`config.mk`:
```
export PLATFORM = sky130hd
export DESIGN_NAME = tmds_line_packer
export DESIGN_NICKNAME = d
export VERILOG_FILES = /design/src/rtl/tmds_line_packer.sv
export SDC_FILE = /design/constraint.sdc
export NUM_CORES = 1
export LEC_CHECK = 0
export BUFFER_PORTS_ARGS = -buffer_cell sky130_fd_sc_hd__buf_2
export CAP_MARGIN = 20
export CORE_UTILIZATION = 45
export CTS_CLUSTER_SIZE = 12
export DETAILED_ROUTE_END_ITERATION = 10
export GPL_TIMING_DRIVEN = 0
export PLACE_DENSITY = 0.68
export SYNTH_ARGS = -nofsm -noshare
export SYNTH_HDL_FRONTEND = slang
export SYNTH_SLANG_ARGS = --single-unit
```
`constraint.sdc`:
```
create_clock -name rx0_pclk -period 6.9 [get_ports rx0_pclk]
set_clock_uncertainty 0.2 [all_clocks]
set_input_delay 0.345 -clock rx0_pclk [delete_from_list [all_inputs] [get_ports rx0_pclk]]
set_output_delay 0.345 -clock rx0_pclk [all_outputs]
set_load 0.02 [all_outputs]
```
`src/rtl/tmds_line_packer.sv`:
```
// tmds_line_packer
//   Cuts each active video line into SEG_PIX-pixel segments and writes one
//   header word per segment followed by 2-pixel data words into a packet FIFO.
//   The FIFO write cannot stall the pixel stream. If the FIFO is full when a
//   word is due, the rest of that segment is discarded and drop_cnt counts it.
//
// Ports
//   rx0_pclk    pixel clock, all logic on rising edge
//   rstbtn_n    asynchronous active-low reset
//   video_en    active pixel strobe, one pixel per cycle while high
//   video_vcnt  active line number, captured into the header at segment start
//   rx0_red/green/blue  pixel components, packed as {red,green,blue}
//   fifo_full   FIFO programmable-full, sampled in the deciding cycle
//   fifo_wr_en  registered FIFO write strobe
//   fifo_din    registered FIFO write data
//   seg_idx     index of the segment currently being packed
//   drop_cnt    saturating count of dropped segments
//
// States
//   IDLE | waiting for a rising edge of video_en
//   HDR  | header written, no data word yet in this segment
//   DATA | at least one data word written in this segment
//   DROP | segment discarded, no writes until next segment start or line end

module tmds_line_packer #(
  parameter int unsigned SEG_PIX   = 640,
  parameter logic [7:0]  SYNC_BYTE = 8'hA5
) (
  input  logic        rx0_pclk,
  input  logic        rstbtn_n,
  input  logic        video_en,
  input  logic [10:0] video_vcnt,
  input  logic [7:0]  rx0_red,
  input  logic [7:0]  rx0_green,
  input  logic [7:0]  rx0_blue,
  input  logic        fifo_full,
  output logic        fifo_wr_en,
  output logic [47:0] fifo_din,
  output logic [3:0]  seg_idx,
  output logic [15:0] drop_cnt
);

  localparam logic [10:0] SEG_LEN  = 11'(SEG_PIX);
  localparam logic [10:0] SEG_LAST = 11'(SEG_PIX - 1);

  typedef enum logic [1:0] {
    IDLE = 2'd0,
    HDR  = 2'd1,
    DATA = 2'd2,
    DROP = 2'd3
  } state_t;

  state_t      state_q, state_d;
  logic [10:0] pix_cnt_q, pix_cnt_d;
  logic [23:0] hold_q, hold_d;
  logic        hold_valid_q, hold_valid_d;
  logic [3:0]  seg_idx_q, seg_idx_d;
  logic [15:0] drop_cnt_q, drop_cnt_d;
  logic        wr_en_q, wr_en_d;
  logic [47:0] din_q, din_d;
  logic        en_prev_q;

  logic [23:0] pixel;
  logic        en_rise;
  logic        en_fall;
  logic        seg_start;
  logic        drop_inc;

  assign pixel   = {rx0_red, rx0_green, rx0_blue};
  assign en_rise = video_en & ~en_prev_q;
  assign en_fall = ~video_en & en_prev_q;

  // Outside IDLE a wrapped pixel counter with video_en still high means the
  // previous segment just ended, so this pixel opens the next one directly.
  assign seg_start = video_en & ((state_q == IDLE) ? en_rise : (pix_cnt_q == 11'd0));

  always_ff @(posedge rx0_pclk or negedge rstbtn_n) begin
    if (!rstbtn_n) begin
      state_q      <= IDLE;
      pix_cnt_q    <= 11'd0;
      hold_q       <= 24'd0;
      hold_valid_q <= 1'b0;
      seg_idx_q    <= 4'd0;
      drop_cnt_q   <= 16'd0;
      wr_en_q      <= 1'b0;
      din_q        <= 48'd0;
      // Treat video_en as already high so a line in progress at reset release
      // is ignored until video_en falls and rises again.
      en_prev_q    <= 1'b1;
    end else begin
      state_q      <= state_d;
      pix_cnt_q    <= pix_cnt_d;
      hold_q       <= hold_d;
      hold_valid_q <= hold_valid_d;
      seg_idx_q    <= seg_idx_d;
      drop_cnt_q   <= drop_cnt_d;
      wr_en_q      <= wr_en_d;
      din_q        <= din_d;
      en_prev_q    <= video_en;
    end
  end

  always_comb begin
    state_d      = state_q;
    pix_cnt_d    = pix_cnt_q;
    hold_d       = hold_q;
    hold_valid_d = hold_valid_q;
    seg_idx_d    = seg_idx_q;
    drop_cnt_d   = drop_cnt_q;
    wr_en_d      = 1'b0;
    din_d        = din_q;
    drop_inc     = 1'b0;

    if (en_fall) begin
      // Odd-length tail: flush the held pixel in the high half.
      if (hold_valid_q && (state_q != DROP)) begin
        if (!fifo_full) begin
          wr_en_d = 1'b1;
          din_d   = {hold_q, 24'h0};
        end else begin
          drop_inc = 1'b1;
        end
      end
      state_d      = IDLE;
      seg_idx_d    = 4'd0;
      pix_cnt_d    = 11'd0;
      hold_valid_d = 1'b0;
    end else if (seg_start) begin
      hold_d       = pixel;
      hold_valid_d = 1'b1;
      pix_cnt_d    = 11'd1;
      if (!fifo_full) begin
        wr_en_d = 1'b1;
        din_d   = {SYNC_BYTE, video_vcnt, seg_idx_q, SEG_LEN, 14'h0};
        state_d = HDR;
      end else begin
        drop_inc = 1'b1;
        state_d  = DROP;
      end
    end else if (video_en && (state_q != IDLE)) begin
      if (pix_cnt_q == SEG_LAST) begin
        pix_cnt_d = 11'd0;
        seg_idx_d = seg_idx_q + 4'd1;
      end else begin
        pix_cnt_d = pix_cnt_q + 11'd1;
      end
      if (state_q != DROP) begin
        if (!pix_cnt_q[0]) begin
          hold_d       = pixel;
          hold_valid_d = 1'b1;
        end else if (!fifo_full) begin
          wr_en_d      = 1'b1;
          din_d        = {hold_q, pixel};
          hold_valid_d = 1'b0;
          state_d      = DATA;
        end else begin
          drop_inc     = 1'b1;
          hold_valid_d = 1'b0;
          state_d      = DROP;
        end
      end
    end

    if (drop_inc && (drop_cnt_q != 16'hFFFF)) begin
      drop_cnt_d = drop_cnt_q + 16'd1;
    end
  end

  assign fifo_wr_en = wr_en_q;
  assign fifo_din   = din_q;
  assign seg_idx    = seg_idx_q;
  assign drop_cnt   = drop_cnt_q;

endmodule

```
# Yosys cells after proc, flatten, opt, wreduce, memory -nomap -nowiden
# Index checks and enable logic that the tools add are counted.
[op_classes] div_mod_pow=0 eq_ne=9 n_reduce_logical=18 shifts=0 mul=0 n_bitwise=6 muxes=48 magnitude_cmp=0 n_addsub=3
[op_table] cell="48-bit 2-to-1 mux" n=9
[op_table] cell="24-bit 2-to-1 mux" n=4
[op_table] cell="11-bit 2-to-1 mux" n=4
[op_table] cell="1-bit 2-to-1 mux" n=21
[op_table] cell="16-bit by 1-bit adder with 16-bit output, second input constant" n=1
[op_table] cell="4-bit 2-to-1 mux" n=4
[op_table] cell="16-bit != test, second input constant" n=1
[op_table] cell="2-bit 2-to-1 mux" n=6
[op_table] cell="11-bit by 1-bit adder with 11-bit output, second input constant" n=1
[op_table] cell="11-bit by 10-bit equality test with 1-bit output, second input constant" n=1
[op_table] cell="11-bit logical NOT" n=1
[op_table] cell="2-bit nonzero test" n=5
[op_table] cell="3-bit nonzero test" n=3
[op_table] cell="2-bit != test, second input constant" n=4
[op_table] cell="7-bit AND reduction" n=1
[op_table] cell="3-bit AND reduction" n=2
[op_table] cell="4-bit by 1-bit adder with 4-bit output, second input constant" n=1
[op_table] cell="2-bit by 1-bit != test with 1-bit output, second input constant" n=2
[op_table] cell="4-bit != test, second input constant" n=1
[op_table] cell="4-bit AND reduction" n=1
[op_table] cell="1-bit bitwise AND" n=3
[op_table] cell="1-bit logical AND" n=3
[op_table] cell="1-bit inverter" n=3
[op_table] cell="2-bit logical NOT" n=1
[op_table] cell="2-bit AND reduction" n=1
[totals] input_bits=39 latchBits=0 mem_bits_rw=0 output_inout_bits=69 n_memories=0 regBits=108 rom_bits=0 elab_cells=93

# Logic depth before layout (Yosys ltp)
[depth] ltp_word=7 depth_mapped=10 mapped_depth_nobuf=8

# Worst setup path after synthesis
# Ideal clock, no wire load.
[synth_timing] path_type="reg2reg" from="register pix_cnt_q[0]" to="register din_q[11], in the netlist fifo_din[11]" required_ns=6.578 slack_ns=4.345 arrival_ns=2.232 path_buffers=2 path_stages_with_launch=10 cell_sequence="dfrtp_1 -> inv_1 -> ha_1 -> or4b_4 -> or4_1 -> a31o_1 -> buf_6 -> clkbuf_1 -> nand2_1 -> o31ai_2"
[synth_between] elab_chain_cells=5 word_cells_on_any_way=11 classes_between="2 x eq/ne; 3 x mux; 1 x bitwise; 5 x reduce/logical"
[synth_rtl] element="start: declaration" line_no="54" rtl="logic [10:0] pix_cnt_q, pix_cnt_d;"
[synth_rtl] element="start signal: assignment" line_no="92" rtl="pix_cnt_q <= pix_cnt_d;"
[synth_rtl] element="11-bit logical NOT" line_no="75" rtl="assign seg_start = video_en & ((state_q == IDLE) ? en_rise : (pix_cnt_q == 11'd0));"
[synth_rtl] element="1-bit 2-to-1 mux" line_no="75"
[synth_rtl] element="1-bit bitwise AND" line_no="75"
[synth_rtl] element="2-bit != test (no source line), or another cell as far along"
[synth_rtl] element="7-bit AND reduction (no source line) or 48-bit 2-to-1 mux (tied branches)"
[synth_rtl] element="end signal: assignment" line_no="98" rtl="din_q <= din_d;"
[synth_rtl] element="end: declaration" line_no="60" rtl="logic [47:0] din_q, din_d;"
# Several ways; a longest one is shown, not always the timed one.
# A chain may end at the register's enable or synchronous reset.

# Final worst setup path
[layout_timing] from="register pix_cnt_q[0]" to="register din_q[9], in the netlist fifo_din[9]"
# Same word-level chain as after synthesis.

==> summary.txt <==
Run status
  – Status: finished, final reports clean

Placed design
  – GPL Wtd Cong: 0.835
  – HPWL after DPL: 8060 µm
  – IO Port Bufs: 106
  – Post-placement cell area: 5690 µm²

Logic synthesis
  – Leading area contributor after synthesis: dfrtp_1
  – Cell Area, Synth: 4960 µm²
  – Net Count, Synth: 512
  – Area contributors post-synth: dfrtp_1 54%, nand2_1 5.3%, mux2_2 4.5%
  – Seq/Total Area, Yosys: 54.5%
  – Number of synthesized flops with an enable pin: 0
  – Top FF cell, synth: dfrtp_1
  – Mapped Cells: 469
  – Syn_area_per_cell: 10.6 µm²
  – Cell variety after synth: 49
  – Seq cells post-synth: 108
  – Post-synth top area share: a little over half
  – Yosys warns: 0
  – Post-synth ARST share: 100%

GRT
  – Number of global-route vias before repair: 3,905
  – Grt ovf: 0
  – Initial antenna violation count: 0
  – Global-route wire length before repair: 18,900 µm
  – Largest net degree at the start of global routing: 60
  – GRT Util Overall: a little over a fifth

Power and ir drop
  – Pwr Density: 427 nW/µm²
  – Worst vdd ir: 0.000185 V
  – Lkg Pwr: 3.02 nW

Critical path
  – Worst path most repeated cell: o31ai_1
  – Crit path kind: reg2reg
  – Cell at the slowest stage of the critical path: dfrtp_1
  – Cell Chain, Critical Path: inv_1, ha_1, or4b_4, o31ai_1, nand2_1, o21ai_1, buf_2, o31ai_1
  – Endpoint class of the critical path: flop
  – Max incr delay on CP: 0.48 ns
  – Maximum fanout along the worst path: 10
  – Nature of the critical path startpoint: flop
  – Worst EP required: 6.96 ns
  – Crit path DAT: 3.10 ns

STA
  – Final Cycle Share: about 44%
  – Worst relative slew slack: 41.2%
  – Max Slew Vio Count: 0
  – Worst slew pin tran: 0.874 ns
  – Fmax: 329 MHz
  – Setup tns final: 0 ns
  – Final min period: 3.04 ns
  – RSZ-0062 raised after global routing: no
  – Final Hold Vio Count: 0
  – Final setup vio count: 0

Route
  – Via Count: around 3,900
  – Router iterations before antenna repair: 4
  – Via density: 5.30
  – Met1 wire length: 5360 µm
  – Met2 wire len: 5350 µm
  – Total Wirelength: 11,500 µm
  – WL per Instance: ~16 µm
  – Remaining DRCs: 0
  – Final antenna-violating net count: 0
  – Highest Signal Layer: met4
  – Met3 WL post-DR: 584 µm
  – Detailed router's first-iteration violation count: about 170

Floorplanning
  – Core Region: 10,500 µm²
  – FP Rows: 37
  – Starting Density: 47.2%
  – Die area: ~11,000 µm²
  – Die H: between 100 and 150 µm
  – Chip width: 107 µm
  – I/O pins: 108

Clock tree
  – Clock buffer depth: 2
  – Worst-path clk slew: 0.11 ns
  – Setup Fix Bufs, Post-CTS: 0
  – Inserted Clock Buffers: 9
  – CTS root buffer: clkbuf_8
  – Skew-Pair Late Insertion Delay: 0.38 ns
  – CTS Sinks: 108
  – CTS tree: built
  – H-tree Lvls: 3

Flow run
  – Max Cap Viol: 0

Finish
  – Number of fill cells in the layout: about 940
  – Layout cell share with drive strength beyond 1: 29.5%
  – Antenna diodes: 0
  – Sequential Area: roughly 2700 µm²
  – Multi-input gate area: 2010 µm²
  – Design area: 5950 µm²
  – Final nets: 635
  – Layout area overhead: 19.9%

Hold path
  – Min-Delay Path Class: in2reg
path summary, 6_finish.rpt:
path	slack, ns	to	start	depth (start not counted)
min in group asynchronous	0.38	fifo_din[17]	rstbtn_n	2
worst min register to register	0.29	fifo_din[39]	fifo_din[39]	2
worst min-delay path	0.008	fifo_din[5]	rx0_blue[5]	3
worst max-delay path	3.86	fifo_din[9]	pix_cnt_q[0]	8
worst max register to register	3.86	fifo_din[9]	pix_cnt_q[0]	8
max in group asynchronous	5.36	en_prev_q	rstbtn_n	3
worst max-delay path, delay by kind of cell (launching register included):
family / cells / cell delay, ns
adder cells (fa/ha/maj): 1 / 0.15
flip-flops: 1 / 0.48
AND/OR/NAND/NOR: 2 / 0.57
AO/OA/AOI/OAI: 3 / 1.02
buffers and inverters: 2 / 0.49
state kept, by name, summed over array words and instances (netlist names):
register,flops
state_q,2
en_prev_q,1
hold_valid_q,1
fifo_din,48
hold_q,24
pix_cnt_q,11
fifo_wr_en,1
drop_cnt,16
seg_idx,4
layer usage:
metal  up-vias  track usage [%]
met1      1903             28.8
li1       1870                -
met4         0             7.93
met3        12             3.10
met5         -                0
met2       100             34.2
kinds of logic (layout without fill, tap and decap cells):
kind of cell	after synthesis	after routing	synth area share (%)
compound gates	86	86	12.5
xor+xnor	19	19	3.35
fa+ha+maj	4	4	1.01
buf+inv	55	183	4.99
flops	108	108	54.5
mux	43	43	9.25
simple gates	154	154	14.5
synth_stat cells, types with 2 or more instances:
cell type	n
dfrtp_1	107
nand2_1	70
inv_1	31
o21ai_0	31
nand3_1	22
nor2_1	21
mux2_2	20
mux2i_1	20
xnor2_1	16
o31ai_1	12
o31ai_2	11
and3_1	9
buf_2	9
clkbuf_1	9
nand4_1	8
a22o_1	7
nor3_1	6
a21o_1	4
a21oi_1	4
a31oi_1	4
ha_1	4
or3_1	4
buf_6	3
mux2_1	3
nor4_1	3
or2_2	3
xor2_1	3
buf_4	2
nor2b_1	2
o21ai_1	2
placed cells by master (no fill, tap or decap), types with 16 or more instances in the layout:
| cell | Yosys | layout |
|---|---|---|
| xnor2_1 | 16 | 16 |
| o21ai_0 | 31 | 31 |
| nand3_1 | 22 | 22 |
| mux2_2 | 20 | 20 |
| nand2_1 | 70 | 70 |
| mux2i_1 | 20 | 20 |
| buf_2 | 9 | 114 |
| inv_1 | 31 | 31 |
| nor2_1 | 21 | 21 |
| dfrtp_1 | 107 | 107 |
power by group:
group          switching [W]  leakage [nW]  total, W  internal (W)
combinational       0.000680          1.56   0.00112      0.000440
clock               0.000232         0.102  0.000407      0.000174
sequential          0.000142          1.37   0.00102      0.000873
through the flow:
step,util [%],std cells,power [W],hold WS (ns),setup slack [ns]
6_report,56.6,733,0.00254,0.00801,3.86
5_1_grt,56.6,733,0.00271,0.00351,3.72
4_1_cts,56.6,733,0.00256,0.000268,3.91
3_5_place_dp,54.2,712,0.00215,0.265,3.96
3_3_place_gp,53.9,711,0.00210,0.247,4.01
2_1_floorplan,-,469,0.00179,-0.151,4.35
what timing repair did:
item,in CTS,in global routing
hold endpoints to repair,62,0
gates resized for setup,0,0
hold buffers,5,0
final cells by class:
cell class              count  share of cell area [%]
plain buffers              23                    2.14
clock buffers               9                    2.08
clock inverters             7                    1.41
inverters                  32                    2.02
multi-input cells         306                    33.8
flip-flops and latches    108                    45.4
well taps                 136                    2.86
repair buffers            112                    10.3
No activity file was read; power rests on OpenSTA's default activity.
